`config.mk`:
```
export PLATFORM = sky130hd
export DESIGN_NAME = risc_ctrl_seq_flat
export DESIGN_NICKNAME = d
export VERILOG_FILES = /design/src/rtl/risc_ctrl_seq_if.sv /design/src/rtl/risc_ctrl_seq.sv /design/src/flat_wrapper.sv
export SDC_FILE = /design/constraint.sdc
export NUM_CORES = 1
export LEC_CHECK = 0
export BUFFER_PORTS_ARGS = -buffer_cell sky130_fd_sc_hd__buf_2
export CAP_MARGIN = 10
export CORE_UTILIZATION = 53
export CTS_CLUSTER_DIAMETER = 50
export CTS_CLUSTER_SIZE = 20
export DETAILED_ROUTE_END_ITERATION = 10
export PLACE_DENSITY = 0.85
export SETUP_SLACK_MARGIN = 0.05
export SYNTH_ARGS = -nofsm -noshare
export SYNTH_HDL_FRONTEND = slang
export SYNTH_SLANG_ARGS = --single-unit
```
`constraint.sdc`:
```
create_clock -name clk -period 3.2 [get_ports clk]
set_input_delay 0 -clock clk [delete_from_list [all_inputs] [get_ports clk]]
set_output_delay 0 -clock clk [all_outputs]
set_load 0.1 [all_outputs]
```
`src/rtl/risc_ctrl_seq_if.sv`:
```
// -----------------------------------------------------------------------------
// risc_ctrl_seq_if
// Bundles the sequencer's instruction-fetch handshake and its datapath control
// into one interface.
//   master : the sequencer. Drives the fetch request/address, the PC, ALU and
//            register-file control, the halted flag and the retired count.
//            Receives the instruction word, the fetch valid and the ALU zero flag.
//   slave  : the instruction memory / datapath side (the opposite directions).
// Parameter AW : width of the PC and the fetch address.
// -----------------------------------------------------------------------------
interface risc_ctrl_seq_if #(
  parameter int AW = 16
);
  logic          imem_req;
  logic [AW-1:0] imem_addr;
  logic [15:0]   imem_rdata;
  logic          imem_valid;
  logic          alu_zero;
  logic [AW-1:0] pc_out;
  logic [2:0]    alu_op;
  logic [2:0]    rf_raddr1;
  logic [2:0]    rf_raddr2;
  logic [2:0]    rf_waddr;
  logic          rf_we;
  logic          halted;
  logic [31:0]   instr_count;

  modport master (
    output imem_req, imem_addr, pc_out, alu_op, rf_raddr1, rf_raddr2,
           rf_waddr, rf_we, halted, instr_count,
    input  imem_rdata, imem_valid, alu_zero
  );

  modport slave (
    input  imem_req, imem_addr, pc_out, alu_op, rf_raddr1, rf_raddr2,
           rf_waddr, rf_we, halted, instr_count,
    output imem_rdata, imem_valid, alu_zero
  );
endinterface

```
`src/rtl/risc_ctrl_seq.sv`:
```
// -----------------------------------------------------------------------------
// risc_ctrl_seq
// Multi-cycle control sequencer: IDLE -> FETCH -> DECODE -> EXEC -> WB, looping
// back to FETCH, or parking in HALT. Fetches 16-bit instructions over a
// request/valid handshake that may insert wait states, then drives register
// file and ALU control for an external datapath. Supports ALU register ops,
// BEQ, JMP, HALT and NOPs.
//
// Ports:
//   clk    : clock, rising edge
//   rst_n  : asynchronous reset, active low
//   bus    : risc_ctrl_seq_if.master (fetch handshake, PC, ALU/RF control,
//            halted, instr_count)
// Parameters:
//   AW       : PC / fetch-address width (4..32)
//   RESET_PC : PC loaded on reset
// Optional feature:
//   RISC_CTRL_PERF_EN : when defined, instr_count counts WB cycles (HALT
//                       included); otherwise instr_count is tied to zero.
// -----------------------------------------------------------------------------
module risc_ctrl_seq #(
  parameter int            AW       = 16,
  parameter logic [AW-1:0] RESET_PC = {AW{1'b0}}
) (
  input  logic             clk,
  input  logic             rst_n,
  risc_ctrl_seq_if.master  bus
);

  localparam logic [3:0] OP_BEQ  = 4'd8;
  localparam logic [3:0] OP_JMP  = 4'd9;
  localparam logic [3:0] OP_HALT = 4'd10;
  localparam logic [2:0] ALU_SUB = 3'd1;

  typedef enum logic [2:0] {
    ST_IDLE   = 3'd0,
    ST_FETCH  = 3'd1,
    ST_DECODE = 3'd2,
    ST_EXEC   = 3'd3,
    ST_WB     = 3'd4,
    ST_HALT   = 3'd5
  } state_t;

  state_t        state_r;
  state_t        state_s;
  logic [15:0]   ir_r;
  logic          zero_r;
  logic [AW-1:0] pc_r;
  logic [AW-1:0] pc_next_s;
  logic [AW-1:0] imm6_s;
  logic [AW-1:0] imm12_s;
  logic [3:0]    opcode_s;
  logic          imem_req_r;
  logic [2:0]    alu_op_r;
  logic [2:0]    alu_op_s;
  logic          rf_we_r;
  logic          rf_we_s;
  logic          halted_r;
  logic [2:0]    raddr1_r;
  logic [2:0]    raddr2_r;
  logic [2:0]    waddr_r;

  assign opcode_s = ir_r[15:12];

  // Next-state logic of the instruction sequencing FSM.
  always_comb begin
    state_s = state_r;
    case (state_r)
      ST_IDLE:   state_s = ST_FETCH;
      ST_FETCH: begin
        if (bus.imem_valid) begin
          state_s = ST_DECODE;
        end else begin
          state_s = ST_FETCH;
        end
      end
      ST_DECODE: state_s = ST_EXEC;
      ST_EXEC:   state_s = ST_WB;
      ST_WB: begin
        if (opcode_s == OP_HALT) begin
          state_s = ST_HALT;
        end else begin
          state_s = ST_FETCH;
        end
      end
      ST_HALT:   state_s = ST_HALT;
      default:   state_s = ST_IDLE;
    endcase
  end

  // ALU op and RF write enable for the state being entered; they are
  // registered so the outputs come straight from flops.
  always_comb begin
    alu_op_s = 3'd0;
    rf_we_s  = 1'b0;
    if (state_s == ST_EXEC) begin
      if (opcode_s[3] == 1'b0) begin
        alu_op_s = opcode_s[2:0];
      end else if (opcode_s == OP_BEQ) begin
        alu_op_s = ALU_SUB;
      end else begin
        alu_op_s = 3'd0;
      end
    end else if (state_s == ST_WB) begin
      rf_we_s = (opcode_s[3] == 1'b0);
    end else begin
      alu_op_s = 3'd0;
      rf_we_s  = 1'b0;
    end
  end

  // PC update applied at the end of WB; the casts sign-extend imm6 and
  // zero-extend imm12 to AW bits, wrapping everything modulo 2^AW.
  always_comb begin
    imm6_s    = AW'($signed(ir_r[5:0]));
    imm12_s   = AW'(ir_r[11:0]);
    pc_next_s = pc_r + AW'(1'b1);
    if (opcode_s == OP_JMP) begin
      pc_next_s = imm12_s;
    end else if ((opcode_s == OP_BEQ) && zero_r) begin
      pc_next_s = pc_r + AW'(1'b1) + imm6_s;
    end else if (opcode_s == OP_HALT) begin
      pc_next_s = pc_r;
    end else begin
      pc_next_s = pc_r + AW'(1'b1);
    end
  end

  // State register and the state-decoded control outputs.
  always_ff @(posedge clk or negedge rst_n) begin
    if (!rst_n) begin
      state_r    <= ST_IDLE;
      imem_req_r <= 1'b0;
      halted_r   <= 1'b0;
      alu_op_r   <= 3'd0;
      rf_we_r    <= 1'b0;
    end else begin
      state_r    <= state_s;
      imem_req_r <= (state_s == ST_FETCH);
      halted_r   <= (state_s == ST_HALT);
      alu_op_r   <= alu_op_s;
      rf_we_r    <= rf_we_s;
    end
  end

  // Instruction register (accepting FETCH edge only) and the zero flag
  // captured at the end of EXEC.
  always_ff @(posedge clk or negedge rst_n) begin
    if (!rst_n) begin
      ir_r   <= 16'd0;
      zero_r <= 1'b0;
    end else begin
      if ((state_r == ST_FETCH) && bus.imem_valid) begin
        ir_r <= bus.imem_rdata;
      end
      if (state_r == ST_EXEC) begin
        zero_r <= bus.alu_zero;
      end
    end
  end

  // Register-file addresses: loaded leaving DECODE, cleared on entry to HALT.
  always_ff @(posedge clk or negedge rst_n) begin
    if (!rst_n) begin
      raddr1_r <= 3'd0;
      raddr2_r <= 3'd0;
      waddr_r  <= 3'd0;
    end else if (state_r == ST_DECODE) begin
      raddr1_r <= ir_r[8:6];
      raddr2_r <= ir_r[5:3];
      waddr_r  <= ir_r[11:9];
    end else if (state_s == ST_HALT) begin
      raddr1_r <= 3'd0;
      raddr2_r <= 3'd0;
      waddr_r  <= 3'd0;
    end
  end

  // Program counter, updated once per instruction at the end of WB.
  always_ff @(posedge clk or negedge rst_n) begin
    if (!rst_n) begin
      pc_r <= RESET_PC;
    end else if (state_r == ST_WB) begin
      pc_r <= pc_next_s;
    end
  end

`ifdef RISC_CTRL_PERF_EN
  logic [31:0] count_r;

  // Retired-instruction counter: one per WB cycle, wraps at 2^32.
  always_ff @(posedge clk or negedge rst_n) begin
    if (!rst_n) begin
      count_r <= 32'd0;
    end else if (state_r == ST_WB) begin
      count_r <= count_r + 32'd1;
    end
  end

  assign bus.instr_count = count_r;
`else
  assign bus.instr_count = 32'd0;
`endif

  assign bus.imem_req  = imem_req_r;
  assign bus.imem_addr = pc_r;
  assign bus.pc_out    = pc_r;
  assign bus.alu_op    = alu_op_r;
  assign bus.rf_raddr1 = raddr1_r;
  assign bus.rf_raddr2 = raddr2_r;
  assign bus.rf_waddr  = waddr_r;
  assign bus.rf_we     = rf_we_r;
  assign bus.halted    = halted_r;

endmodule

```
`src/flat_wrapper.sv`:
```
// flat-port wrapper written by rule: the top's interface ports become plain ports
module risc_ctrl_seq_flat 
#(
  parameter int            AW       = 16,
  parameter logic [AW-1:0] RESET_PC = {AW{1'b0}}
)
  (clk, rst_n, bus_imem_req, bus_imem_addr, bus_pc_out, bus_alu_op, bus_rf_raddr1, bus_rf_raddr2, bus_rf_waddr, bus_rf_we, bus_halted, bus_instr_count, bus_imem_rdata, bus_imem_valid, bus_alu_zero);
  risc_ctrl_seq_if #(.AW(AW)) bus_i ();
  input  logic clk;
  input  logic rst_n;
  output wire logic [$bits(bus_i.imem_req)-1:0] bus_imem_req;
  output wire logic [$bits(bus_i.imem_addr)-1:0] bus_imem_addr;
  output wire logic [$bits(bus_i.pc_out)-1:0] bus_pc_out;
  output wire logic [$bits(bus_i.alu_op)-1:0] bus_alu_op;
  output wire logic [$bits(bus_i.rf_raddr1)-1:0] bus_rf_raddr1;
  output wire logic [$bits(bus_i.rf_raddr2)-1:0] bus_rf_raddr2;
  output wire logic [$bits(bus_i.rf_waddr)-1:0] bus_rf_waddr;
  output wire logic [$bits(bus_i.rf_we)-1:0] bus_rf_we;
  output wire logic [$bits(bus_i.halted)-1:0] bus_halted;
  output wire logic [$bits(bus_i.instr_count)-1:0] bus_instr_count;
  input wire logic [$bits(bus_i.imem_rdata)-1:0] bus_imem_rdata;
  input wire logic [$bits(bus_i.imem_valid)-1:0] bus_imem_valid;
  input wire logic [$bits(bus_i.alu_zero)-1:0] bus_alu_zero;
  assign bus_imem_req = bus_i.imem_req;
  assign bus_imem_addr = bus_i.imem_addr;
  assign bus_pc_out = bus_i.pc_out;
  assign bus_alu_op = bus_i.alu_op;
  assign bus_rf_raddr1 = bus_i.rf_raddr1;
  assign bus_rf_raddr2 = bus_i.rf_raddr2;
  assign bus_rf_waddr = bus_i.rf_waddr;
  assign bus_rf_we = bus_i.rf_we;
  assign bus_halted = bus_i.halted;
  assign bus_instr_count = bus_i.instr_count;
  assign bus_i.imem_rdata = bus_imem_rdata;
  assign bus_i.imem_valid = bus_imem_valid;
  assign bus_i.alu_zero = bus_alu_zero;
  risc_ctrl_seq #(.AW(AW), .RESET_PC(RESET_PC)) u_core (.clk(clk), .rst_n(rst_n), .bus(bus_i));
endmodule
```
* After elaboration in Yosys (flattened, before gate mapping) *
Cells that the tools add are included.

storage, ports and cells
  bits in registers = 51
  input bits = 20
  output and inout port bits = 79
  logic and storage cells = 47

cells by class
  add/sub/neg operators = 2
  equality and inequality tests = 13
  muxes and demuxes = 15
  bitwise operators = 1
  reduce and logical (&&, ||, !) cells = 5

operator list
  cell                     number
  $mux W16                 3
  $mux W3                  7
  $pmux W3 S6              1
  $add A16 B1 Y16 const B  1
  $add A16 B16 Y16         1
  $eq A3 B3 Y1 const B     4
  $eq A4 B4 Y1 const B     3
  $eq A3 B2 Y1 const B     3
  $eq A3 B1 Y1 const B     2
  $logic_not A3 Y1         1
  $mux W1                  3
  $ne A3 B1 Y1 const B     1
  $logic_and A1 B1 Y1      2
  $mux W2                  1
  $reduce_and A2 Y1        1
  $reduce_bool A2 Y1       1
  $not A1 Y1               1

* Logic depth before layout (Yosys ltp) *
  depth in word-level cells = 6
  mapped depth = 14
  mapped depth without buffers = 13

* Worst setup path after synthesis *
Ideal clock, no wire load.

  path kind = reg-to-reg
  start = reg u_core.pc_r[0] (netlist: u_core.bus.imem_addr[0])
  end = reg u_core.pc_r[15] (netlist: u_core.bus.imem_addr[15])
  setup time = 0.133 ns
  arrival time = 3.546 ns
  data required time = 3.067 ns
  setup slack = -0.479 ns
  cell stages (with the launch flop) = 15
  path buffers = 1
  period minus slack after synthesis = 3.679 ns
  cells stage by stage = dfrtp_1 ha_1 inv_1 nor3_2 nand3_1 xnor2_1 ha_1 buf_2 a211oi_2 nor2_1 o21ba_1 a311o_1 o21ai_2 mux2i_1 o211ai_1

on the way
  word-level cells in the longest chain between the ends = 4
  elaborated cells between the ends (all ways) = 5
  classes of those cells = add/sub: 2; mux: 3

RTL lines
  what                                                 RTL line                                    source
  from (decl)                                          risc_ctrl_seq.sv:48                         logic [AW-1:0] pc_r;
  from (signal assigned)                               risc_ctrl_seq.sv:184                        pc_r <= pc_next_s;
  $add A16 B1 Y16 (*)                                  n/a
  $add A16 B16 Y16 / $mux W16 (equally long branches)  risc_ctrl_seq.sv:121, risc_ctrl_seq.sv:122
  $mux W16 (*)                                         risc_ctrl_seq.sv:120                        end else if ((opcode_s == OP_BEQ) && zero_r) begin
  $mux W16 (*)                                         risc_ctrl_seq.sv:118                        if (opcode_s == OP_JMP) begin

Mark *: on every way between the ends. The rest lies on a longest branch, timed or not. The select of a mux whose other input is x is not followed.
A chain may end at the register's enable or synchronous reset.

* Final worst setup path *
Same ends and word-level chain as after synthesis.

==> metrics.md <==
| Metric | Value |
|---|---|
| Placement Setup Slack | `0.08966 ns` |
| Sequential area share after synthesis | `between 30% and 40%` |
| Root Driver | `clkbuf_8` |
| Row cnt | `29` |
| Post-synth ARST share | `100.0%` |
| Drt drc | `8` |
| # IOs | `99` |
| 1st-iter DRT viols | `230` |
| Peak VDD IR | `0.3003 mV` |
| Fin cells | `552` |
| Reg clk slew, reported paths | `about 0.10 ns` |
| Sw Share | `33.93%` |
| Avg WL per Cell | `about 16 microns` |
| Family with the most delay on the worst path | `compound AO/OA/AOI/OAI gates` |
| Area grow syn2layout | `16.68%` |
| Vias/cell | `5.574` |
| H-Tree Level Count | `2` |
| Synthesized area | `~3600 sq um` |
| Combinational share of power | `16.5%` |
| CP Max Fanout | `7` |
| Post-Synthesis Cells | `just over 400` |
| FF-to-FF path depth | `13` |
| Vias in the first global route | `just under 3,000` |
| Outcome | `finished, violations left` |
| Nets | `514` |
| Yosys cell types | `52` |
| Post-route ant nets | `0` |
| Cell with the largest stage delay on the worst path | `dfrtp_4` |
| Via count | `between 3,000 and 4,000` |
| Die height | `approximately 84 microns` |
| RSZ-0062 raised after global routing | `no` |
| Failing checks | `DRC` |
| Most frequent cells in the layout | `66 x buf_2, 60 x nand2_1, 40 x dfrtp_1` |
| Worst Path Arrival | `3.27 ns` |
| Worst hold-check path type | `in -> async` |
| Worst Path Buf+Inv | `0` |
| Placed cell area | `3809 sq um` |
| Prevailing post-synth register cell | `dfrtp_1` |
| I/O Buffers | `66` |
| Worst r2r dst | `u_core.bus.imem_addr[15]` |
| Rel. slew slack | `41.03%` |
| WHS | `0.1384 ns` |
| GRT overflow | `0` |
| Fin crit share | `96.07%` |
| Critical path type | `reg -> reg` |
| Clock buffer depth | `2` |
| Initial Util | `55.73%` |
| Final core occ | `about two thirds` |
| Pins Over Slew Limit | `0` |
| Maxcap violations | `0` |
| Fin. Hold Viols | `0` |
| Internal Pwr Total | `828.2 uW` |
| Yosys warning count | `0` |
| Final wirelength | `8673 microns` |
| FF/Latch Area | `1310 sq um` |
| Worst-path cell chain | `nand2_2 > nor3_4 > and2_4 > and3_4 > xor2_2 > ha_2 > o21ai_2 > nor2_1 > o21ba_1 > a311o_1 > o21ai_2 > mux2i_1 > o211ai_1` |
| Crit path largest cell delay | `between 0.4 and 0.5 ns` |
| Core Area | `6459 sq um` |
| Switching power | `425.4 uW` |
| Die ar. | `7125 sq um` |
| Final Total Pwr | `~1.3 mW` |
| Reg2Reg Launch Point | `u_core.bus.imem_addr[0]` |
| PwrDens | `298.4 nW/um^2` |
| Most common cell after layout, fill and taps aside | `buf_2` |
| FMAX | `between 300 and 400 MHz` |
| Layout cells sized above 1 | `28.42%` |
| Final-layout fill cell count | `515` |
| DRT Pass-1 Iters | `10` |
| Setup ws final | `approximately 0.13 ns` |
| Total GRT Usage | `24.64%` |
| Largest net degree at the start of global routing | `34` |
| GP Congestion | `0.8828` |
| Clock power share | `32.1%` |
| CP Capture Type | `flop` |
| Chip Width | `84.41 microns` |
| Multi-input logic area | `2107 sq um` |
| # clock sinks | `51` |
| Placed Cells | `520` |
| First-pass GRT wire length | `13,950 microns` |
| Reg2reg setup slack | `approximately 0.13 ns` |
| Ant. Diodes | `0` |
| CP required | `3.40 ns` |
| Min Clock Period, post-route | `3.074 ns` |
| Worst-Margin Slew | `just under 0.9 ns` |
| Post-synth EDFFs | `0` |
| Initial antenna violation count | `0` |
| DP HPWL | `~6000 microns` |
| Avg Cell Area, Syn | `8.888 sq um` |
| Fin area | `4200 sq um` |
| Final setup violation count | `0` |
| Flop pwr share | `about half` |
| Lkg Pwr | `2.075 nW` |
| Crit path launch type | `flop` |
| Worst skew pair latency | `0.31 ns` |
| Most used cell, CP | `o21ai_2` |
| Layout Skew | `0.007661 ns` |
| Number of buffers created by CTS | `5` |
| CTS tree | `yes` |
| Setup tns final | `0 ns` |
| Seq cells post-synth | `51` |
## routing by layer
| metal | up-vias | routed length, microns | GRT usage [%] | part of all wire [%] |
|---|---|---|---|---|
| met4 | 0 | 280 | 10.94 | 3.2 |
| met1 | 1451 | 3642 | 32.17 | 42 |
| met5 | - | 0 | 0 | 0 |
| met2 | 125 | 4236 | 40.54 | 49 |
| met3 | 31 | 513 | 4.130 | 5.9 |
| li1 | 1470 | - | - | - |
## power groups by stage
stage	clock network, mW	registers (mW)	logic (mW)
after detailed placement	0	0.658	0.189
after global routing	0.435	0.645	0.215
after global placement	0	0.658	0.188
after floorplan	0	0.658	0.194
after CTS	0.410	0.645	0.207
final	0.402	0.645	0.207
## cells in the mapped netlist, types with 2 or more instances
library cell	number	area share (%)
xor2_1	12	2.9
mux2i_1	2	0.56
a31oi_1	6	1.0
ha_1	19	6.6
a211oi_2	2	0.70
a21oi_1	21	2.9
nor4b_1	2	0.49
o21ai_2	3	0.73
buf_2	4	0.56
nor3b_1	3	0.63
a21boi_0	2	0.42
clkbuf_1	9	0.94
xnor2_1	14	3.4
nor3_1	8	1.1
nor2_1	16	1.7
and3_1	5	0.87
o211ai_1	6	1.3
dfrtp_1	51	35
nor3_2	2	0.56
a22oi_1	2	0.42
and2_2	2	0.42
inv_1	6	0.63
a21o_1	5	1.0
a211oi_1	4	0.83
nand3_1	11	1.5
nand2_1	61	6.4
o21ai_0	33	4.6
buf_4	48	10
mux2_2	15	4.7
and2_1	3	0.52
o21ai_1	7	0.97
## sequential cells by signal (all words and copies together), names as in the netlist
register	cells
u_core.ir_r	16
u_core.bus.halted	1
u_core.bus.alu_op	3
u_core.bus.imem_addr	16
u_core.bus.rf_we	1
u_core.bus.imem_req	1
u_core.bus.rf_raddr1	3
u_core.bus.rf_waddr	3
u_core.state_r	3
u_core.bus.rf_raddr2	3
u_core.zero_r	1
## cell families after synthesis
family,count (synthesis),synth area share (%)
flops,51,35.45
other cells,1,0.1042
xor+xnor,26,6.326
mux,17,5.248
fa+ha+maj,20,7.160
compound gates,100,17.34
buf+inv,67,12.13
simple gates,123,16.23
## worst max-delay path by stage
| stage | cells after the start | startpoint | slack (ns) | end |
|---|---|---|---|---|
| final | 13 | u_core.bus.imem_addr[0] | 0.13 | u_core.bus.imem_addr[15] |
| after global routing | 13 | u_core.bus.imem_addr[0] | 0.007 | u_core.bus.imem_addr[15] |
| after CTS | 13 | u_core.bus.imem_addr[4] | 0.05 | u_core.bus.imem_addr[15] |
| after detailed placement | 13 | u_core.bus.imem_addr[0] | 0.09 | u_core.bus.imem_addr[15] |
| after global placement | 13 | u_core.bus.imem_addr[0] | 0.15 | u_core.bus.imem_addr[15] |
| after floorplan | 14 | u_core.bus.imem_addr[0] | 0.07 | u_core.bus.imem_addr[15] |
## repair_timing
action                                  4_1_cts  5_1_grt
buffers inserted                              0        5
endpoints found under the setup margin        0        2
resized for setup                             0       15
endpoints found under the hold margin        36        0
hold buffers                                 19        0
## cell type report
type / count / share of cell area (%)
Clock buffer: 5 / 1.638
Inverter: 6 / 0.5362
Clock inverter: 3 / 0.5362
Sequential cell: 51 / 31.19
Multi-Input combinational cell: 318 / 50.16
Timing Repair Buffer: 92 / 13.64
Tap cell: 77 / 2.294
Note: power is estimated with default switching activity, not from simulation.
